--- config.mk ---
export PLATFORM = sky130hd
export DESIGN_NAME = ft_tx_arbiter
export DESIGN_NICKNAME = d
export VERILOG_FILES = /design/src/rtl/ft_tx_arbiter.sv
export SDC_FILE = /design/constraint.sdc
export NUM_CORES = 1
export LEC_CHECK = 0
export BUFFER_PORTS_ARGS = -buffer_cell sky130_fd_sc_hd__buf_2
export CAP_MARGIN = 25
export CORE_ASPECT_RATIO = 1.5
export CORE_MARGIN = 5
export CORE_UTILIZATION = 45
export DETAILED_ROUTE_END_ITERATION = 16
export GPL_TIMING_DRIVEN = 0
export PLACE_DENSITY = 0.87
export SLEW_MARGIN = 20
export SYNTH_ARGS = -nofsm -noshare
export SYNTH_HDL_FRONTEND = slang
export SYNTH_SLANG_ARGS = --single-unit
export TNS_END_PERCENT = 20
--- constraint.sdc ---
create_clock -name i_ft_clk -period 3.05 [get_ports i_ft_clk]
set_input_delay 0.305 -clock i_ft_clk [delete_from_list [all_inputs] [get_ports i_ft_clk]]
set_output_delay 0.305 -clock i_ft_clk [all_outputs]
set_load 0.03 [all_outputs]
--- src/rtl/ft_tx_arbiter.sv ---
// Round-robin arbiter sharing the FT600 245-mode write path between N_REQ burst requesters.
// Optional FT_TX_HDR_EN: prefixes each burst with one header word {4'hA, owner, len[7:0]}.
module ft_tx_arbiter #(
  parameter int DATA_W = 16,
  parameter int BE_W   = 2,
  parameter int N_REQ  = 3,
  parameter int LEN_W  = 24
) (
  input  logic                    i_ft_clk,
  input  logic                    rst,
  input  logic [N_REQ-1:0]        i_req,
  input  logic [N_REQ*LEN_W-1:0]  i_len,
  input  logic [N_REQ*DATA_W-1:0] i_data,
  input  logic [N_REQ-1:0]        i_valid,
  output logic [N_REQ-1:0]        o_ready,
  input  logic                    i_ft_txe_n,
  output logic                    o_ft_wr_n,
  output logic [DATA_W-1:0]       o_ft_data,
  output logic [BE_W-1:0]         o_ft_be,
  output logic [N_REQ-1:0]        o_grant,
  output logic                    o_busy,
  output logic [N_REQ-1:0]        o_done
);

  localparam int IDX_W = (N_REQ > 1) ? $clog2(N_REQ) : 1;

  typedef enum logic [2:0] {
    IDLE,
    GRANT,
`ifdef FT_TX_HDR_EN
    HDR,
`endif
    XFER,
    DONE
  } state_t;

  state_t            state, state_n;
  logic [IDX_W-1:0]  rr_ptr, owner, winner;
  logic              any_req, found;
  logic [LEN_W-1:0]  remaining, sel_len;
  logic [DATA_W-1:0] sel_data;
  logic              sel_valid, xfer_open, accept;

`ifdef FT_TX_HDR_EN
  logic [15:0] hdr_word;
  assign hdr_word = {4'hA, 4'(owner), remaining[7:0]};
`endif

  assign any_req = |i_req;

  // First pass takes the lowest request at or above rr_ptr; otherwise wrap to the lowest overall.
  always_comb begin
    winner = '0;
    found  = 1'b0;
    for (int k = N_REQ - 1; k >= 0; k--) begin
      if (i_req[k] && (IDX_W'(k) >= rr_ptr)) begin
        winner = IDX_W'(k);
        found  = 1'b1;
      end
    end
    if (!found) begin
      for (int k = N_REQ - 1; k >= 0; k--) begin
        if (i_req[k]) winner = IDX_W'(k);
      end
    end
  end

  always_comb begin
    sel_len   = '0;
    sel_data  = '0;
    sel_valid = 1'b0;
    for (int k = 0; k < N_REQ; k++) begin
      if (owner == IDX_W'(k)) begin
        sel_len   = i_len[k*LEN_W +: LEN_W];
        sel_data  = i_data[k*DATA_W +: DATA_W];
        sel_valid = i_valid[k];
      end
    end
  end

  assign xfer_open = (state == XFER) && !i_ft_txe_n && (remaining != '0);
  assign accept    = xfer_open && sel_valid;
  assign o_busy    = (state != IDLE);

  always_comb begin
    o_ready = '0;
    for (int k = 0; k < N_REQ; k++) begin
      o_ready[k] = xfer_open && (owner == IDX_W'(k));
    end
  end

  always_comb begin
    state_n = state;
    case (state)
      IDLE:  if (any_req) state_n = GRANT;
`ifdef FT_TX_HDR_EN
      GRANT: state_n = HDR;
      HDR:   if (!i_ft_txe_n) state_n = XFER;
`else
      GRANT: state_n = XFER;
`endif
      XFER: begin
        if (remaining == '0)                          state_n = DONE;
        else if (accept && remaining == LEN_W'(1))    state_n = DONE;
      end
      DONE:    state_n = IDLE;
      default: state_n = IDLE;
    endcase
  end

  always_ff @(posedge i_ft_clk or posedge rst) begin
    if (rst) state <= IDLE;
    else     state <= state_n;
  end

  // Registered outputs: a strobe appears exactly one cycle after its accept.
  always_ff @(posedge i_ft_clk or posedge rst) begin
    if (rst) begin
      o_ft_wr_n <= 1'b1;
      o_ft_data <= '0;
      o_ft_be   <= '0;
      o_grant   <= '0;
      o_done    <= '0;
      rr_ptr    <= '0;
      owner     <= '0;
      remaining <= '0;
    end else begin
      o_ft_wr_n <= 1'b1;
      o_ft_be   <= '0;
      o_done    <= '0;
      case (state)
        IDLE: begin
          if (any_req) begin
            owner <= winner;
            for (int k = 0; k < N_REQ; k++) o_grant[k] <= (winner == IDX_W'(k));
          end
        end
        GRANT: remaining <= sel_len;
`ifdef FT_TX_HDR_EN
        HDR: begin
          if (!i_ft_txe_n) begin
            o_ft_wr_n <= 1'b0;
            o_ft_be   <= '1;
            o_ft_data <= DATA_W'(hdr_word);
          end
        end
`endif
        XFER: begin
          if (accept) begin
            o_ft_wr_n <= 1'b0;
            o_ft_be   <= '1;
            o_ft_data <= sel_data;
            remaining <= remaining - 1'b1;
          end
          if (state_n == DONE) o_done <= o_grant;
        end
        DONE: begin
          o_grant <= '0;
          rr_ptr  <= (owner == IDX_W'(N_REQ - 1)) ? '0 : owner + 1'b1;
        end
        default: ;
      endcase
    end
  end

endmodule

==> flow_results.org, run 1 <==
** Die
- Row generation in the floorplan step produced 41 rows.
- The core region is about 8400 um^2.
- For this configuration, the core starts out at a cell density of 45.6%.
- Total Die Area :: 10500 um^2
- In this run the vertical extent of the chip is roughly 120 um.
- In this run the count of I/O pins placed on the die edge is between 150 and 200.
- Die outline width :: 85.2 um

** Synthesis
- The synthesized design devotes to its leading area cell type 35.4% of total area.
- Counting every net in the synthesized netlist gives 551.
- Mapped Area :: 3820 um^2
- Number of flops mapped to enable cells by yosys :: 0
- Top_reg_cell synth :: sky130_fd_sc_hd__dfrtp_1
- In this run, distinct cell masters in the synthesized netlist total 57.
- The Yosys step of the flow raised 0 warnings.
- After Yosys synthesis, XOR and XNOR cells account for less than 1% of the synthesized area.
- sky130_fd_sc_hd__dfrtp_1 takes more of the synthesized area than any other cell.
- Measured against the total synthesized area, the mux share comes to about 17%.
- Area fraction in and, or, nand and nor cells after synthesis :: 18.3%
- By area the synthesized netlist is led by sky130_fd_sc_hd__dfrtp_1, sky130_fd_sc_hd__mux2i_1, sky130_fd_sc_hd__o21ai_0.
- Sequential elements use 36.1% of the synthesized area.
- Register bit count reported by yosys :: 55
- After synthesis, the largest family of logic cells by area is compound AO/OA/AOI/OAI gates.
- Mean post-synth cell area :: 9.11 um^2
- Share of synthesized cell area in full adder, half adder and majority cells :: 0.984%
- Synthesis produced a netlist whose cell count is 419.
- After synthesis, the share of flip-flops with an asynchronous set or reset is 100%.
- Fraction of the mapped netlist area in compound gates :: 22.0%

** Timing
- Setup violations remaining at the end of the flow were counted as 0.
- Final count of pins violating max slew :: 0
- Setup repair after global routing left no endpoint under its margin.
- Final Hold Slack :: 121 ps
- The clock arrives with 8.78 ps of skew.
- Final hold viol count :: 0
- F_max :: 373 MHz
- Fin crit period :: 2680 ps
- Setup total negative slack :: 0 ps
- For the pin with the worst max-slew slack, the measured transition is 700 ps.
- In this run the tightest slew margin relative to its limit is 53.3%.
- In the finished design, the share of the clock period the worst path needs comes to 87.9%.

** Global routing
- Gr ovfl total :: 0
- Pin count of the biggest net entering global routing :: 56
- The initial antenna violation count is 0.
- The via count of the first global-routing pass came to about 4200.
- The first global-routing pass estimated ~20000 um of wire.
- GRT Resource Usage Total :: 23.8%

** Worst setup path
- In this run the critical register-to-register path is launched from remaining[0]$_DFFE_PP0P_.
- STA classifies the critical path endpoint as an output pin.
- The worst register-to-register path ends at remaining[20]$_DFFE_PP0P_.
- The worst setup path is launched from a flip-flop.
- The worst register-to-register path has a setup slack of roughly 400 ps.
- Arrival time of the worst setup path :: 2380 ps
- Critical path class :: reg2out
- Number of cells on the worst reg-to-reg path :: 7
- Of all nets on the critical path, the largest fanout is 7.
- For the worst setup path, the data required time is 2740 ps.

** Finish
- Area growth from synthesis to layout :: 28.8%
- Fillcell total :: 775
- Count of antenna diodes in the layout :: 0
- Share of layout cells above drive strength 1 :: roughly 36%
- The sequential cells in the finished layout cover a total of roughly 1400 um^2.
- Highest-count cells in the layout ignoring fill and taps :: sky130_fd_sc_hd__buf_2, sky130_fd_sc_hd__dfrtp_1, sky130_fd_sc_hd__mux2i_1
- Area taken by multi-input logic gates :: 2220 um^2
- # nets final :: 715
- Leading cell type in the layout, fill and taps excluded :: sky130_fd_sc_hd__buf_2

** Clock network
- Number of buffers added by the clock tree synthesis step :: 5
- Clock-pin slew was measured on the worst setup and hold paths at 80 ps.
- Buffer depth of the longest clock path :: 2
- CTS hold repair buffers :: 0
- Number of sinks handled by clock tree synthesis :: 55
- H-tree level count :: 2
- TritonCTS built the clock tree.
- Quantity of gates resized following cts :: 0
- Setup Buffers After CTS :: 0
- The clock reaches the later pin of the worst-skew pair after between 300 and 400 ps.
- In this run the clock root is driven by a sky130_fd_sc_hd__clkbuf_16.

** Pwr
- Pwr Total :: 3900 uW
- Standby leakage power :: 0.00232 uW
- Peak VDD IR :: ~0.58 mV
- In this run the power density over the cells is 794 nW/um^2.

** Routing
- Number of DRC markers after the initial detailed-route iteration :: 239
- Vias post-DR :: 4048
- First-pass iteration count of the detailed router :: 5
- Routed wirelength normalized by instance count :: 18.3 um
- For this block, the routed nets add up to 12700 um of wire.
- In this run the remaining antenna-violating nets after routing total 0.
- In the routed layout, each cell is associated on average with a via count of 5.86.
- After detailed routing, the number of remaining DRC violations is 0.

** Placed design
- Total of buffers placed on input and output ports :: 157
- Routability-driven placement finished with a final weighted congestion of 0.981.
- DP Wirelength :: 9930 um

** Job
- Across the run, the number of max-cap violations was 0.

** Min path
- The min-delay analysis places its worst path in the category in2async.

** Outcome
- Result of the run :: finished, final reports clean
## power by group
part | leakage [uW] | internal (uW) | switching, uW | total [uW]
logic | 0.00156 | 776 | 1080 | 1850
registers | 0.000678 | 1030 | 319 | 1350
clock network | 0.0000875 | 414 | 285 | 699
## critical path: stages, from the launching register on
cell and delay (ps):
sky130_fd_sc_hd__dfrtp_1 480, sky130_fd_sc_hd__or4_4 580, sky130_fd_sc_hd__nor4_4 360, sky130_fd_sc_hd__nand4_1 240, sky130_fd_sc_hd__nand2_1 160, sky130_fd_sc_hd__nor3_1 50, sky130_fd_sc_hd__buf_2 200
## synthesized netlist by cell type (3+ instances only)
master / number
sky130_fd_sc_hd__a211oi_1: 13
sky130_fd_sc_hd__a21oi_1: 15
sky130_fd_sc_hd__a22oi_1: 5
sky130_fd_sc_hd__a31oi_1: 15
sky130_fd_sc_hd__a41oi_1: 4
sky130_fd_sc_hd__and2_1: 4
sky130_fd_sc_hd__and3_1: 3
sky130_fd_sc_hd__buf_2: 8
sky130_fd_sc_hd__buf_4: 3
sky130_fd_sc_hd__buf_6: 3
sky130_fd_sc_hd__clkbuf_1: 19
sky130_fd_sc_hd__dfrtp_1: 54
sky130_fd_sc_hd__ha_1: 3
sky130_fd_sc_hd__inv_1: 9
sky130_fd_sc_hd__mux2_2: 8
sky130_fd_sc_hd__mux2_4: 8
sky130_fd_sc_hd__mux2i_1: 42
sky130_fd_sc_hd__nand2_1: 32
sky130_fd_sc_hd__nand2b_1: 3
sky130_fd_sc_hd__nand3_1: 3
sky130_fd_sc_hd__nor2_1: 33
sky130_fd_sc_hd__nor2b_1: 3
sky130_fd_sc_hd__nor3_1: 24
sky130_fd_sc_hd__nor4_1: 4
sky130_fd_sc_hd__o21ai_0: 34
sky130_fd_sc_hd__o21ai_1: 6
sky130_fd_sc_hd__o22a_1: 13
sky130_fd_sc_hd__o31ai_1: 9
## registers in the layout, summed over array words and instances, names as in the netlist
signal and flops:
remaining 24, rr_ptr 2, o_ft_data 16, o_ft_be 1
o_grant 3, o_ft_wr_n 1, o_done 3, owner 2
state 3
## through the flow
stage               utilization (%)  cells  area, um^2  setup WS (ps)
CTS                            58.8    691        4920            399
floorplan                         -    419        3820            887
global placement               56.6    683        4740            437
global route                   58.8    691        4920            234
finish                         58.8    691        4920            369
detailed placement             56.7    683        4740            412
## area by class of cell
| class | count | share of cell area (%) |
|---|---|---|
| buffer | 34 | 3.82 |
| clock buffer | 6 | 2.83 |
| clock inverter | 2 | 0.789 |
| inverter | 9 | 0.738 |
| multi-input combinational | 321 | 45.1 |
| sequential | 55 | 28.0 |
| tap | 107 | 2.72 |
| timing repair buffer | 157 | 16.0 |
## cell families (layout without fill, tap and decap cells)
group                      Yosys count  count (layout)
adders and majority gates            3               3
other                                1               1
buffers and inverters               43             208
and+or+nand+nor                    130             130
DFF                                 55              55
xor gates and xnor gates             1               1
muxes                               58              58
AOI/OAI and AO/OA                  128             128
## routing by layer
layer  GRT usage [%]  vias up  part of all wire, %
met3            4.50       44                  6.1
met1            24.2     1950                   35
li1                -     1879                    -
met4            12.0        0                  4.3
met2            45.4      175                   55
met5               0        -                    0
## worst max-delay path by stage
stage	start	endpoint	slack, ps
2_1_floorplan	remaining[16]$_DFFE_PP0P_	o_ft_data[1]$_DFFE_PP0P_	890
3_3_place_gp	remaining[0]$_DFFE_PP0P_	remaining[20]$_DFFE_PP0P_	440
3_5_place_dp	remaining[0]$_DFFE_PP0P_	remaining[20]$_DFFE_PP0P_	410
4_1_cts	remaining[16]$_DFFE_PP0P_	o_ready[0]	400
5_1_grt	owner[0]$_DFFE_PP0P_	remaining[13]$_DFFE_PP0P_	230
6_report	remaining[16]$_DFFE_PP0P_	o_ready[0]	370
No activity file was read; power rests on OpenSTA's default activity.
==> run 2, diff against run 1 <==
--- a/config.mk
+++ b/config.mk
@@ -5,6 +5,7 @@
 export SDC_FILE = /design/constraint.sdc
 export NUM_CORES = 1
 export LEC_CHECK = 0
+export ABC_AREA = 1
 export BUFFER_PORTS_ARGS = -buffer_cell sky130_fd_sc_hd__buf_2
 export CAP_MARGIN = 25
 export CORE_ASPECT_RATIO = 1.5
@@ -12,7 +13,7 @@
 export CORE_UTILIZATION = 45
 export DETAILED_ROUTE_END_ITERATION = 16
 export GPL_TIMING_DRIVEN = 0
-export PLACE_DENSITY = 0.87
+export PLACE_DENSITY = 0.86
 export SLEW_MARGIN = 20
 export SYNTH_ARGS = -nofsm -noshare
 export SYNTH_HDL_FRONTEND = slang
==> run 2 against run 1 <==
Against the previous run:
- worst hold slack got worse by 27 ps
- highest routed layer unchanged
- global-route usage rose by 0.41 points
- via count up 12%
- utilization fell by 0.19 points
- count of clock-buffer cells in the layout did not move
- critical path type unchanged
- combinational power rose by 16%
- largest cell class unchanged
==> flow_results.org, run 2 <==
** Outcome
- Result of the run :: finished, final reports clean

** Synthesis
- The top cell type by area accounts for 35.0% of the synthesized area.
- Counting flops and latches in the post-synthesis netlist gives 55.
- Synthesis handed over a netlist of 627 instances.
- Netlist cell types :: 32
- Async S/R FF share, synth :: 100%
- Yosys printed 0 warnings.
- Mapped Area :: roughly 3900 um^2
- When the netlist entered floorplanning its net count stood at 759.
- Number of flops mapped to enable cells by yosys :: 0
- Seq/Total Area, Yosys :: 35.7%
- Averaged over all synthesized cells, the footprint is 6.16 um^2.
- Biggest area contributors in the synthesized netlist :: sky130_fd_sc_hd__dfrtp_1, sky130_fd_sc_hd__nand2_1, sky130_fd_sc_hd__nand3_1
- By count the netlist is led by sky130_fd_sc_hd__nand2_1, sky130_fd_sc_hd__nand3_1, sky130_fd_sc_hd__dfrtp_1.
- sky130_fd_sc_hd__dfrtp_1 takes more of the synthesized area than any other cell.
- Cell with the most instances after synthesis :: sky130_fd_sc_hd__nand2_1
- Top_reg_cell synth :: sky130_fd_sc_hd__dfrtp_1

** Routing
- DRC Markers :: 0
- Vias per cell :: 5.03
- After detailed routing, the total wire length is 12600 um.
- Routed wirelength normalized by instance count :: between 10 and 15 um
- Post-DRT Antenna Nets :: 0
- For this block, the initial DRC count from the detailed router was 255.
- First-pass iteration count of the detailed router :: 5
- For this block, the via count after detailed routing is 4523.

** Worst setup path
- Type of element capturing the critical path :: output pin
- Crit-path max cell delay :: 400 ps
- Critical path class :: reg2out
- For the worst flop-to-flop path, the logic depth is 10.
- Crit path cell chain :: inv_2, nor2_1, buf_2, buf_2, inv_1, nor2_1, buf_2
- STA puts the critical path data arrival time at approximately 2100 ps.
- Library cell contributing the largest single delay on the critical path :: sky130_fd_sc_hd__dfrtp_1
- Kind of start point of the critical path :: flip-flop
- Worst endpoint required time :: between 2000 and 3000 ps
- The cell that appears most often on the critical path is sky130_fd_sc_hd__buf_2.
- Largest fanout of any net on the critical path :: 10

** Timing
- The final number of max-transition violations came to 0.
- Period utilisation layout :: 77.1%
- For this run, the top clock speed supported by timing is around 430 MHz.
- At the pin with the least slew margin, the transition time is 673 ps.
- In the post-route analysis, the smallest setup slack over all paths is 699 ps.
- Unrepaired setup endpoints after global routing :: no
- Setup violators final :: 0
- Clock skew on the completed layout was measured at 4.01 ps.
- Fin crit period :: 2350 ps
- Normalized max-slew margin :: 55.1%
- Final hold viol count :: 0
- Setup total negative slack :: 0 ps

** Die
- Die outline width :: around 86 um
- Once the floorplan was initialized, standard cells occupied 45.9% of the core.
- The region available for standard cell placement spans 8410 um^2.
- The die is 123 um tall.
- Count of standard-cell rows :: 41
- I/O Pins :: 158
- Total Die Area :: 10600 um^2

** Finish
- Ranked by flip-flop count, first place goes to remaining.
- In the final design database the tool counted 923 nets.
- Area growth from synthesis to layout :: 27.6%
- Leading cell type in the layout, fill and taps excluded :: sky130_fd_sc_hd__nand2_1
- Once layout is complete, the utilization of the core stands at 58.6%.
- Leaving out fill and tap cells, the most frequent cells in the layout are sky130_fd_sc_hd__nand2_1, sky130_fd_sc_hd__buf_2, sky130_fd_sc_hd__nand3_1.
- Largest register FFs :: 24
- The largest registers in the layout are remaining: 24 flops, o_ft_data: 16 flops.
- Count of antenna diodes in the layout :: 0
- The post-route netlist has 24.5% of its cells at a drive strength greater than 1.

** Clock network
- CTS hold repair buffers :: 0
- In this run the clock root is driven by a sky130_fd_sc_hd__clkbuf_16.
- The clock drives between 50 and 60 sinks.
- Buffers inserted during clock tree synthesis total 5.
- CTS tree :: done
- Quantity of gates resized following cts :: 0
- Buffer depth of the longest clock path :: 2
- Insertion delay of the later-clocked pin in the worst-skew pair :: roughly 300 ps
- H-tree level count :: 2
- Clock-pin slew was measured on the worst setup and hold paths at 70 ps.
- The number of setup buffers added after CTS is 0.

** Pwr
- Across the VDD grid, the largest voltage drop is 0.547 mV.
- Total power divided by cell area :: 818 nW/um^2
- The analysis attributes to cell leakage a power of 0.00280 uW.

** Global routing
- Pin count of the biggest net entering global routing :: 56
- For this run the aggregate overflow at the end of global routing stands at 0.
- The initial antenna violation count came to 0.
- GRT Resource Usage Total :: 24.2%
- Via count of the first global-routing pass :: roughly 4500
- The first global-routing pass estimated between 20000 and 25000 um of wire.

** Placed design
- In this run the tool buffered the top-level ports with 157 buffer cells.
- Routability-driven placement finished with a final weighted congestion of 0.981.
- Timing analysis after detailed placement gives a worst setup slack of between 1000 and 1500 ps.
- DP Wirelength :: 10200 um

** Job
- The tool flagged a number of max-cap violations equal to 0.

** Min path
- The path class of the tightest hold or removal check is in2async.
-- run 2: cell types whose count changed after synthesis, sizes merged, moves of 16 or more --
| cell | previous run | this run |
|---|---|---|
| nand3 | 4 | 58 |
| nor3 | 25 | 2 |
| inv | 9 | 41 |
| nand2 | 32 | 326 |
| mux2i | 42 | 0 |
| mux2 | 16 | 0 |
| nor2 | 35 | 56 |
-- run 2: per-stage QoR --
| step | total power, uW | hold slack, ps | instance area [um^2] | instances |
|---|---|---|---|---|
| floorplan | 2770 | 476 | 3860 | 627 |
| global placement | 3380 | 457 | 4780 | 891 |
| detailed placement | 3420 | 459 | 4780 | 891 |
| CTS | 4010 | 135 | 4930 | 899 |
| global route | 4350 | 176 | 4930 | 899 |
| finish | 4030 | 94.0 | 4930 | 899 |
-- run 2: worst max-delay path, delay by kind of cell (launching register included) --
kind	cells	cell delay, ps
AND/OR/NAND/NOR	2	370
buffers and inverters	5	960
flip-flops	1	400
-- run 2: logic make-up (layout without fill, tap and decap cells) --
group                      count (synthesis)  in the layout  share of synthesized area (%)
buffers and inverters                     65            230                           7.68
AOI/OAI and AO/OA                         38             38                           5.25
other                                      1              1                         0.0971
adders and majority gates                  3              3                          0.972
and+or+nand+nor                          459            459                           49.0
DFF                                       55             55                           35.7
xor gates and xnor gates                   6              6                           1.36
-- run 2: cell type report --
type	count	area [um^2]
clock inverters	2	16.3
flip-flops and latches	55	1380
repair buffers	157	786
plain buffers	24	138
inverters	41	161
fillers	859	3480
clock buffers	6	129
multi-input cells	507	2190
well taps	107	134
-- run 2: power breakdown --
part / internal [uW] / switching, uW / total (uW)
Clock: 309 / 283 / 592
Sequential: 1020 / 271 / 1290
Combinational: 696 / 1460 / 2150
Total: 2020 / 2010 / 4030
-- run 2: final timing paths --
check                                           from                   endpoint  slack, ps
setup / recovery                owner[0]$_DFFE_PP0P_                 o_ready[1]        700
hold / removal                                   rst       o_ft_be[0]$_DFF_PP0_         90
setup reg to reg            remaining[0]$_DFFE_PP0P_  remaining[16]$_DFFE_PP0P_       1130
hold reg to reg            o_ft_data[15]$_DFFE_PP0P_  o_ft_data[15]$_DFFE_PP0P_        480
max in group asynchronous                        rst  remaining[17]$_DFFE_PP0P_       2490
min in group i_ft_clk                     i_data[46]  o_ft_data[14]$_DFFE_PP0P_        300
-- run 2: metal layers --
metal	share of wire (%)	global-route usage, %	vias to the layer above	routed length (um)
met4	4.7	12.4	0	593
met1	37	27.2	2020	4690
met3	6.1	4.80	46	767
met2	52	43.1	168	6570
li1	-	-	2289	-
met5	0	0	-	0
